## src/rtl/serial_display_rx_if.sv

```systemverilog
// Serial display link plus parallel result bundle for serial_display_rx.
// The master drives the 4-wire link (CLK, DO, PEN, CLR); the slave is the receiver.
interface serial_display_rx_if #(parameter int WIDTH = 16);
    logic             s_clk;
    logic             s_do;
    logic             s_pen;
    logic             s_clr;
    logic [WIDTH-1:0] pdata;
    logic             valid;
    logic             frame_err;
    logic             busy;

    modport master (output s_clk, s_do, s_pen, s_clr,
                    input  pdata, valid, frame_err, busy);
    modport slave  (input  s_clk, s_do, s_pen, s_clr,
                    output pdata, valid, frame_err, busy);
endinterface

```

## src/rtl/serial_display_rx.sv

```systemverilog
// Oversampling receiver for the display shift link: reassembles MSB-first frames into pdata.
// Optional SERIAL_RX_INVERT_EN: latch the bitwise inverse of the received frame.
module serial_display_rx #(
    parameter int WIDTH   = 16,
    parameter int TIMEOUT = 1024
) (
    input logic               clk,
    input logic               reset,
    serial_display_rx_if.slave bus
);
    localparam int CW = $clog2(WIDTH + 2);
    localparam int TW = $clog2(TIMEOUT);
    localparam logic [CW-1:0] CNT_FULL = CW'(WIDTH);
    localparam logic [CW-1:0] CNT_MAX  = CW'(WIDTH + 1);
    localparam logic [TW-1:0] TO_LAST  = TW'(TIMEOUT - 1);

    typedef enum logic {ST_IDLE, ST_SHIFT} state_t;

    logic             r_clk_s1, r_clk_s2, r_clk_prev;
    logic             r_pen_s1, r_pen_s2, r_pen_prev;
    logic             r_clr_s1, r_clr_s2;
    logic             r_do_s1, r_do_s2;
    state_t           r_state;
    logic [WIDTH-1:0] r_sr;
    logic [CW-1:0]    r_cnt;
    logic [TW-1:0]    r_idle;
    logic [WIDTH-1:0] r_pdata;
    logic             r_valid, r_ferr;

    logic             w_clk_rise, w_pen_rise;
    logic [WIDTH-1:0] w_sr_next;
    logic [CW-1:0]    w_cnt_next;
    logic [WIDTH-1:0] w_latch_val;

    assign w_clk_rise = r_clk_s2 & ~r_clk_prev;
    assign w_pen_rise = r_pen_s2 & ~r_pen_prev;

    // Post-shift view: a PEN edge in the same sample as the last CLK edge sees the new bit.
    assign w_sr_next  = w_clk_rise ? {r_sr[WIDTH-2:0], r_do_s2} : r_sr;
    assign w_cnt_next = !w_clk_rise       ? r_cnt :
                        (r_cnt == CNT_MAX) ? r_cnt : r_cnt + 1'b1;

`ifdef SERIAL_RX_INVERT_EN
    assign w_latch_val = ~w_sr_next;
`else
    assign w_latch_val = w_sr_next;
`endif

    always_ff @(posedge clk) begin
        if (reset) begin
            r_clk_s1 <= 1'b0; r_clk_s2 <= 1'b0; r_clk_prev <= 1'b0;
            r_pen_s1 <= 1'b0; r_pen_s2 <= 1'b0; r_pen_prev <= 1'b0;
            r_clr_s1 <= 1'b1; r_clr_s2 <= 1'b1;
            r_do_s1  <= 1'b0; r_do_s2  <= 1'b0;
            r_state  <= ST_IDLE;
            r_sr     <= '0;
            r_cnt    <= '0;
            r_idle   <= '0;
            r_pdata  <= '0;
            r_valid  <= 1'b0;
            r_ferr   <= 1'b0;
        end else begin
            r_clk_s1 <= bus.s_clk; r_clk_s2 <= r_clk_s1; r_clk_prev <= r_clk_s2;
            r_pen_s1 <= bus.s_pen; r_pen_s2 <= r_pen_s1; r_pen_prev <= r_pen_s2;
            r_clr_s1 <= bus.s_clr; r_clr_s2 <= r_clr_s1;
            r_do_s1  <= bus.s_do;  r_do_s2  <= r_do_s1;
            r_valid  <= 1'b0;
            r_ferr   <= 1'b0;

            if (!r_clr_s2) begin
                // Clear swallows any edge seen in the same sample, silently.
                r_sr    <= '0;
                r_cnt   <= '0;
                r_idle  <= '0;
                r_pdata <= '0;
                r_state <= ST_IDLE;
            end else begin
                if (w_clk_rise) begin
                    r_sr   <= w_sr_next;
                    r_idle <= '0;
                end
                if (w_pen_rise) begin
                    if (w_cnt_next == CNT_FULL) begin
                        r_pdata <= w_latch_val;
                        r_valid <= 1'b1;
                    end else begin
                        r_ferr  <= 1'b1;
                    end
                    r_cnt   <= '0;
                    r_idle  <= '0;
                    r_state <= ST_IDLE;
                end else if (w_clk_rise) begin
                    r_cnt   <= w_cnt_next;
                    r_state <= ST_SHIFT;
                end else if (r_state == ST_SHIFT) begin
                    if (r_idle == TO_LAST) begin
                        r_cnt   <= '0;
                        r_idle  <= '0;
                        r_ferr  <= 1'b1;
                        r_state <= ST_IDLE;
                    end else begin
                        r_idle  <= r_idle + 1'b1;
                    end
                end
            end
        end
    end

    assign bus.pdata     = r_pdata;
    assign bus.valid     = r_valid;
    assign bus.frame_err = r_ferr;
    assign bus.busy      = (r_cnt != '0);
endmodule
```

## src/flat_wrapper.sv

```systemverilog
// flat-port wrapper written by rule: the top's interface ports become plain ports
module serial_display_rx_flat 
#(
    parameter int WIDTH   = 16,
    parameter int TIMEOUT = 1024
)
  (clk, reset, bus_s_clk, bus_s_do, bus_s_pen, bus_s_clr, bus_pdata, bus_valid, bus_frame_err, bus_busy);
  serial_display_rx_if #(.WIDTH(WIDTH)) bus_i ();
  input logic clk;
  input logic reset;
  input wire logic [$bits(bus_i.s_clk)-1:0] bus_s_clk;
  input wire logic [$bits(bus_i.s_do)-1:0] bus_s_do;
  input wire logic [$bits(bus_i.s_pen)-1:0] bus_s_pen;
  input wire logic [$bits(bus_i.s_clr)-1:0] bus_s_clr;
  output wire logic [$bits(bus_i.pdata)-1:0] bus_pdata;
  output wire logic [$bits(bus_i.valid)-1:0] bus_valid;
  output wire logic [$bits(bus_i.frame_err)-1:0] bus_frame_err;
  output wire logic [$bits(bus_i.busy)-1:0] bus_busy;
  assign bus_i.s_clk = bus_s_clk;
  assign bus_i.s_do = bus_s_do;
  assign bus_i.s_pen = bus_s_pen;
  assign bus_i.s_clr = bus_s_clr;
  assign bus_pdata = bus_i.pdata;
  assign bus_valid = bus_i.valid;
  assign bus_frame_err = bus_i.frame_err;
  assign bus_busy = bus_i.busy;
  serial_display_rx #(.WIDTH(WIDTH), .TIMEOUT(TIMEOUT)) u_core (.clk(clk), .reset(reset), .bus(bus_i));
endmodule
```

## config.mk

```make
export PLATFORM = sky130hd
export DESIGN_NAME = serial_display_rx_flat
export DESIGN_NICKNAME = d
export VERILOG_FILES = /design/src/rtl/serial_display_rx_if.sv /design/src/rtl/serial_display_rx.sv /design/src/flat_wrapper.sv
export SDC_FILE = /design/constraint.sdc
export NUM_CORES = 1
export LEC_CHECK = 0
export ABC_AREA = 1
export CORE_MARGIN = 1
export CORE_UTILIZATION = 50
export CTS_BUF_LIST = sky130_fd_sc_hd__clkbuf_16
export CTS_CLUSTER_SIZE = 20
export DETAILED_ROUTE_END_ITERATION = 10
export HOLD_SLACK_MARGIN = 0.15
export PLACE_DENSITY = 0.74
export SLEW_MARGIN = 15
export SYNTH_ARGS = -nofsm -noshare
export SYNTH_HDL_FRONTEND = slang
export SYNTH_SLANG_ARGS = --single-unit
```

## constraint.sdc

```tcl
create_clock -name clk -period 1.9 [get_ports clk]
set_clock_uncertainty 0.05 [all_clocks]
set_input_delay 0.285 -clock clk [delete_from_list [all_inputs] [get_ports clk]]
set_output_delay 0.285 -clock clk [all_outputs]
set_load 0.01 [all_outputs]
```

=== After elaboration in Yosys (flattened, before gate mapping) ===
Index checks and enable logic that the tools add are counted.

* Register bits: 60
* Output and inout bits: 19
* Logic and storage cells: 55

* Add/sub/neg operators: 2
* Eq/ne operators: 3
* Mux-type cells: 19
* Bitwise gates (word level): 6
* Reduce and logical (&&, ||, !) cells: 8

{| class="wikitable"
|+ Operators by type and width
! kind !! count
|-
| 2-to-1 mux 10 bit || 4
|-
| 2-to-1 mux 5 bit || 5
|-
| 2-to-1 mux 16 bit || 1
|-
| adder 10 x 1 -> 10 bit, second input constant || 1
|-
| == test 10 bit, second input constant || 1
|-
| == test 5 bit, second input constant || 2
|-
| 2-to-1 mux 1 bit || 9
|-
| OR reduction 3 bit || 2
|-
| adder 5 x 1 -> 5 bit, second input constant || 1
|-
| nonzero test 5 bit || 1
|-
| NOT 1 bit || 4
|-
| AND reduction 2 bit || 2
|-
| nonzero test 2 bit || 2
|-
| AND 1 bit || 2
|-
| OR reduction 2 bit || 1
|}

=== Depth between registers and ports, before layout ===
Gate-level depths: netlist of the first run.

* Depth in word-level cells: 6
* Gate-level depth with buffers: 14
* Gate-level depth less buffers: 13

=== Worst setup path before layout of the first run ===
Ideal clock, no wire load.

* Path type: register to register
* Start: register u_core.r_cnt[1]
* End: register u_core.r_pdata[10], in the netlist u_core.bus.pdata[10]
* Setup time: 0.115 ns
* Arrival time: 1.577 ns
* Required time: 1.735 ns
* Path slack: 0.158 ns
* Stages on the path, launching flop included: 14
* Period minus slack after synthesis: 1.742 ns
* Path through: dfxtp_1 > inv_1 > ha_1 > nand2_1 > clkinv_1 > nand2_4 > nand3_1 > nand2_1 > nand2_1 > nor2_1 > nand2_2 > nand2_4 > buf_8 > a21oi_2

* Word-level cells in the longest chain between the ends: 5
* Elaborated cells between the ends (all ways): 6

{| class="wikitable"
|+ Ends and longest elaborated chain
! element !! line !! RTL
|-
| start: declaration || serial_display_rx.sv:25 || <nowiki>logic [CW-1:0] r_cnt;</nowiki>
|-
| start signal: assignment || serial_display_rx.sv:93 || <nowiki>r_cnt <= w_cnt_next;</nowiki>
|-
| adder 5 x 1 -> 5 bit / == test 5 bit (equally long branches) || serial_display_rx.sv:41 || <nowiki>(r_cnt == CNT_MAX) ? r_cnt : r_cnt + 1'b1;</nowiki>
|-
| 2-to-1 mux 5 bit || serial_display_rx.sv:41 ||
|-
| 2-to-1 mux 5 bit (*) || serial_display_rx.sv:40 || <nowiki>assign w_cnt_next = !w_clk_rise ? r_cnt :</nowiki>
|-
| == test 5 bit (*) || serial_display_rx.sv:83 || <nowiki>if (w_cnt_next == CNT_FULL) begin</nowiki>
|-
| AND reduction 2 bit (no line) (*) || -- ||
|-
| end signal: assignment || serial_display_rx.sv:84 || <nowiki>r_pdata <= w_latch_val;</nowiki>
|-
| end: declaration || serial_display_rx.sv:27 || <nowiki>logic [WIDTH-1:0] r_pdata;</nowiki>
|}

Mark *: on every way between the ends. The rest lies on a longest branch, timed or not.
A chain may end at the register's enable or synchronous reset.

=== Worst setup path after layout of the first run ===
* Start: register u_core.r_idle[0]
* End: register u_core.r_cnt[1]

* Word-level cells in the longest chain between the ends: 3

{| class="wikitable"
|+ Ends and longest elaborated chain
! element !! line !! RTL
|-
| start: declaration || serial_display_rx.sv:26 || <nowiki>logic [TW-1:0] r_idle;</nowiki>
|-
| start signal: assignment || serial_display_rx.sv:102 || <nowiki>r_idle <= r_idle + 1'b1;</nowiki>
|-
| == test 10 bit || serial_display_rx.sv:96 || <nowiki>if (r_idle == TO_LAST) begin</nowiki>
|-
| nonzero test 2 bit (no line) || -- ||
|-
| AND reduction 2 bit (no line) || -- ||
|}

No other way between the ends.

==> results of run 1 <==
-- per-layer routing --
metal / vias to the layer above / wire length (um) / part of all wire / global-route usage
met5: - / 0 / 0 / 0
met3: 8 / 256 / 0.047 / 0.0809
met4: 0 / 56 / 0.010 / 0.0748
li1: 1131 / - / - / -
met1: 1001 / 2440 / 0.45 / 0.259
met2: 53 / 2690 / 0.49 / 0.345
-- cells by family (layout without fill, tap and decap cells) --
| family | after synthesis | in the layout |
|---|---|---|
| AOI/OAI and AO/OA | 45 | 45 |
| xor gates and xnor gates | 2 | 2 |
| adders and majority gates | 4 | 4 |
| buffers and inverters | 60 | 103 |
| DFF | 60 | 60 |
| and+or+nand+nor | 162 | 163 |
-- stage by stage --
stage | power, mW | hold WS [ns] | cells
final | 3.16 | 0.353 | 444
after global routing | 3.26 | 0.365 | 444
after CTS | 3.17 | 0.356 | 442
after detailed placement | 1.47 | 0.346 | 426
after global placement | 1.47 | 0.339 | 426
after floorplan | 1.42 | 0.338 | 333
-- power breakdown --
| group | switching [mW] | internal (mW) |
|---|---|---|
| combinational | 0.100 | 0.0584 |
| clock | 0.564 | 1.14 |
| sequential | 0.0137 | 1.28 |
| total | 0.678 | 2.48 |
-- worst paths after layout --
path | startpoint | end | depth (start not counted)
worst max-delay path | u_core.r_idle[0]$_SDFF_PP0_ | u_core.r_cnt[1]$_SDFFE_PP0P_ | 8
worst min-delay path | u_core.r_clk_s1$_SDFF_PP0_ | u_core.r_clk_s2$_SDFF_PP0_ | 2
worst max register to register | u_core.r_idle[0]$_SDFF_PP0_ | u_core.r_cnt[1]$_SDFFE_PP0P_ | 8
worst min register to register | u_core.r_clk_s1$_SDFF_PP0_ | u_core.r_clk_s2$_SDFF_PP0_ | 2
-- cells in the final DEF (no fill, tap or decap), types with 2 or more instances in the layout --
cell,count
buf_4,8
clkdlybuf4s50_1,23
nand2_2,5
clkbuf_16,10
bufinv_16,2
nand3_2,4
a21oi_2,10
nor2_2,12
nand2_4,3
o21ai_0,11
inv_2,3
nor3_1,14
nand2_1,42
nand4_1,4
buf_12,2
o21ai_1,2
nand3_1,20
a21oi_1,20
inv_1,50
xor2_1,2
or2_2,2
ha_1,4
dfxtp_1,59
clkinvlp_4,2
nor2_1,54
-- worst max-delay path, stage by stage (launching register included) --
cell and delay, ns:
dfxtp_1 0.41, ha_1 0.21, nand3_1 0.11, nor2_1 0.21
nand3_1 0.18, nor2_2 0.19, nand2_2 0.14, nand3_1 0.11
a21oi_1 0.07
-- registers in the layout, summed over array words and instances (netlist names), 5 cells and up --
| name | flops |
|---|---|
| u_core.r_cnt | 5 |
| u_core.bus.pdata | 16 |
| u_core.r_idle | 10 |
| u_core.r_sr | 16 |
-- cell type report --
class                           instances  area share
Multi-Input combinational cell        214       0.344
Clock buffer                            9      0.0683
Clock inverter                          7      0.0281
Sequential cell                        60       0.365
Inverter                               52      0.0592
Tap cell                               67      0.0254
Timing Repair Buffer                   35       0.110
-- cell usage after synthesis (all sizes together) (2+ instances only) --
cell type,instances
xor2,2
clkbuf,2
nand3,24
a21oi,30
nand2,50
dfxtp,60
or2,2
nand4,4
buf,6
nor2,68
ha,4
o21ai,13
nor3,14
inv,51
-- what timing repair did --
item                       in CTS  in global routing
pin swaps                       0                  4
gates cloned                    0                  2
resized for setup               2                  6
setup endpoints to repair       1                 22
==> reports/metrics.yaml, run 1 <==
outcome: "completed"
post-route-period-util: 0.937
clock_latency_ns: 0.32
cp_max_fo: 6
row_count: 25
post-route-util: 0.685
yosys.area.top_type: "dfxtp_1"
cts.sinks: 60
nets: 382
ctsRootBufferMaster: "clkbuf_16"
gp_congestion: 0.938
clockBufferDepth: 2
cts_buffers: 9
initial_utilization: 0.532
hold_violations: 0
worst-setup-path-type: "reg2reg"
cts_tree: "done"
cts_hold_buf: 0
synthDistinctLibCells: 29
layout_setup_ws_ns: 0.120
gr-usage-all-layers: 0.213
post_dp_cell_area_sq_mm: 0.00292
place_ws_ns: -0.00307
drcViolationCount: 0
async_reset_ff_frac: 0
fillers: 396
syn_avg_cell_area_sq_um: 7.70
first_global_vias: 1941
yosys.area_share.simple: 0.299
synth-seq-area-share: 0.469
max_cap_violations: 0
synthCells: 333
htree_levels: 3
synth_edf_count: 0
muxShareOfSynthArea: 0
synth_warnings: 0
crit_required_ns: 2.06
routedWlPerCell_um: 12.3
die_y_um: 73.6
period_needed_ns: 1.78
min_path_type: "reg2reg"
drt_iter0_drc: 140
detail-route-antenna-nets: 0
first_pass_iters: 5
drive_gt1_frac: 0.186
io_pins: 25
design_area_sq_mm: 0.00330
vias: 2193
clk_pin_slew_worst_paths_ns: 0.05
core_area_sq_mm: 0.00482
via_per_inst: 4.94
multi_input_area_sq_mm: 0.00113
synth_top_family_by_area: "simple AND/OR/NAND/NOR gates"
synthTopCellsByArea: "dfxtp_1, nor2_1, inv_1"
ys.flop_type: "dfxtp_1"
grt_first_pass_wirelength_mm: 8.58
die_area_sq_mm: 0.00542
antenna_found_initial: 0
grt_max_degree: 18
netlist_area_sq_mm: 0.00256
synth-compound-area-share: 0.104
insertedDiodeCount: 0
synthAdderAreaFrac: 0.0195
rrSetupSlack_ns: 0.12
tns_ns: 0
drt_wl_total_mm: 5.45
slew_violations: 0
setup_viol: 0
synth_nets: 343
post-cts-setup-buffer-count: 0
critPathCaptureType: "flip-flop"
globalRoute.totalOverflow: 0
power_density_mw_per_mm2: 959
cp.arrival_ns: 1.94
tightest_slew_ns: 0.483
chipWidth_um: 73.6
ys_seq_elements: 60
hpwl_mm: 3.38
syn2layout_area_growth_pct: 28.6
regArea_sq_mm: 0.00120
irDropWorstVdd_v: 0.000630
synthXorXnorAreaFrac: 0.00683
p_leak_nw: 1.31
yosysTopAreaCellShare: 0.469
io_buffers: 24
maxSlewHeadroom: 0.677
fmax_mhz: 562
crit_path_start_kind: "flip-flop"
Note: power is estimated with default switching activity, not from simulation.
==> run 2: changes to the inputs <==
--- a/config.mk
+++ b/config.mk
@@ -6,6 +6,7 @@
 export NUM_CORES = 1
 export LEC_CHECK = 0
 export ABC_AREA = 1
+export CAP_MARGIN = 20
 export CORE_MARGIN = 1
 export CORE_UTILIZATION = 50
 export CTS_BUF_LIST = sky130_fd_sc_hd__clkbuf_16
==> results of run 2 <==
Same layout as run 1: the final DEF is identical, and so are final timing and power.
==> run 3: changes to the inputs <==
--- a/config.mk
+++ b/config.mk
@@ -12,7 +12,7 @@
 export CTS_BUF_LIST = sky130_fd_sc_hd__clkbuf_16
 export CTS_CLUSTER_SIZE = 20
 export DETAILED_ROUTE_END_ITERATION = 10
-export HOLD_SLACK_MARGIN = 0.15
+export HOLD_SLACK_MARGIN = 0.05
 export PLACE_DENSITY = 0.74
 export SLEW_MARGIN = 15
 export SYNTH_ARGS = -nofsm -noshare
==> results of run 3 <==
Same layout as run 1: the final DEF is identical, and so are final timing and power.
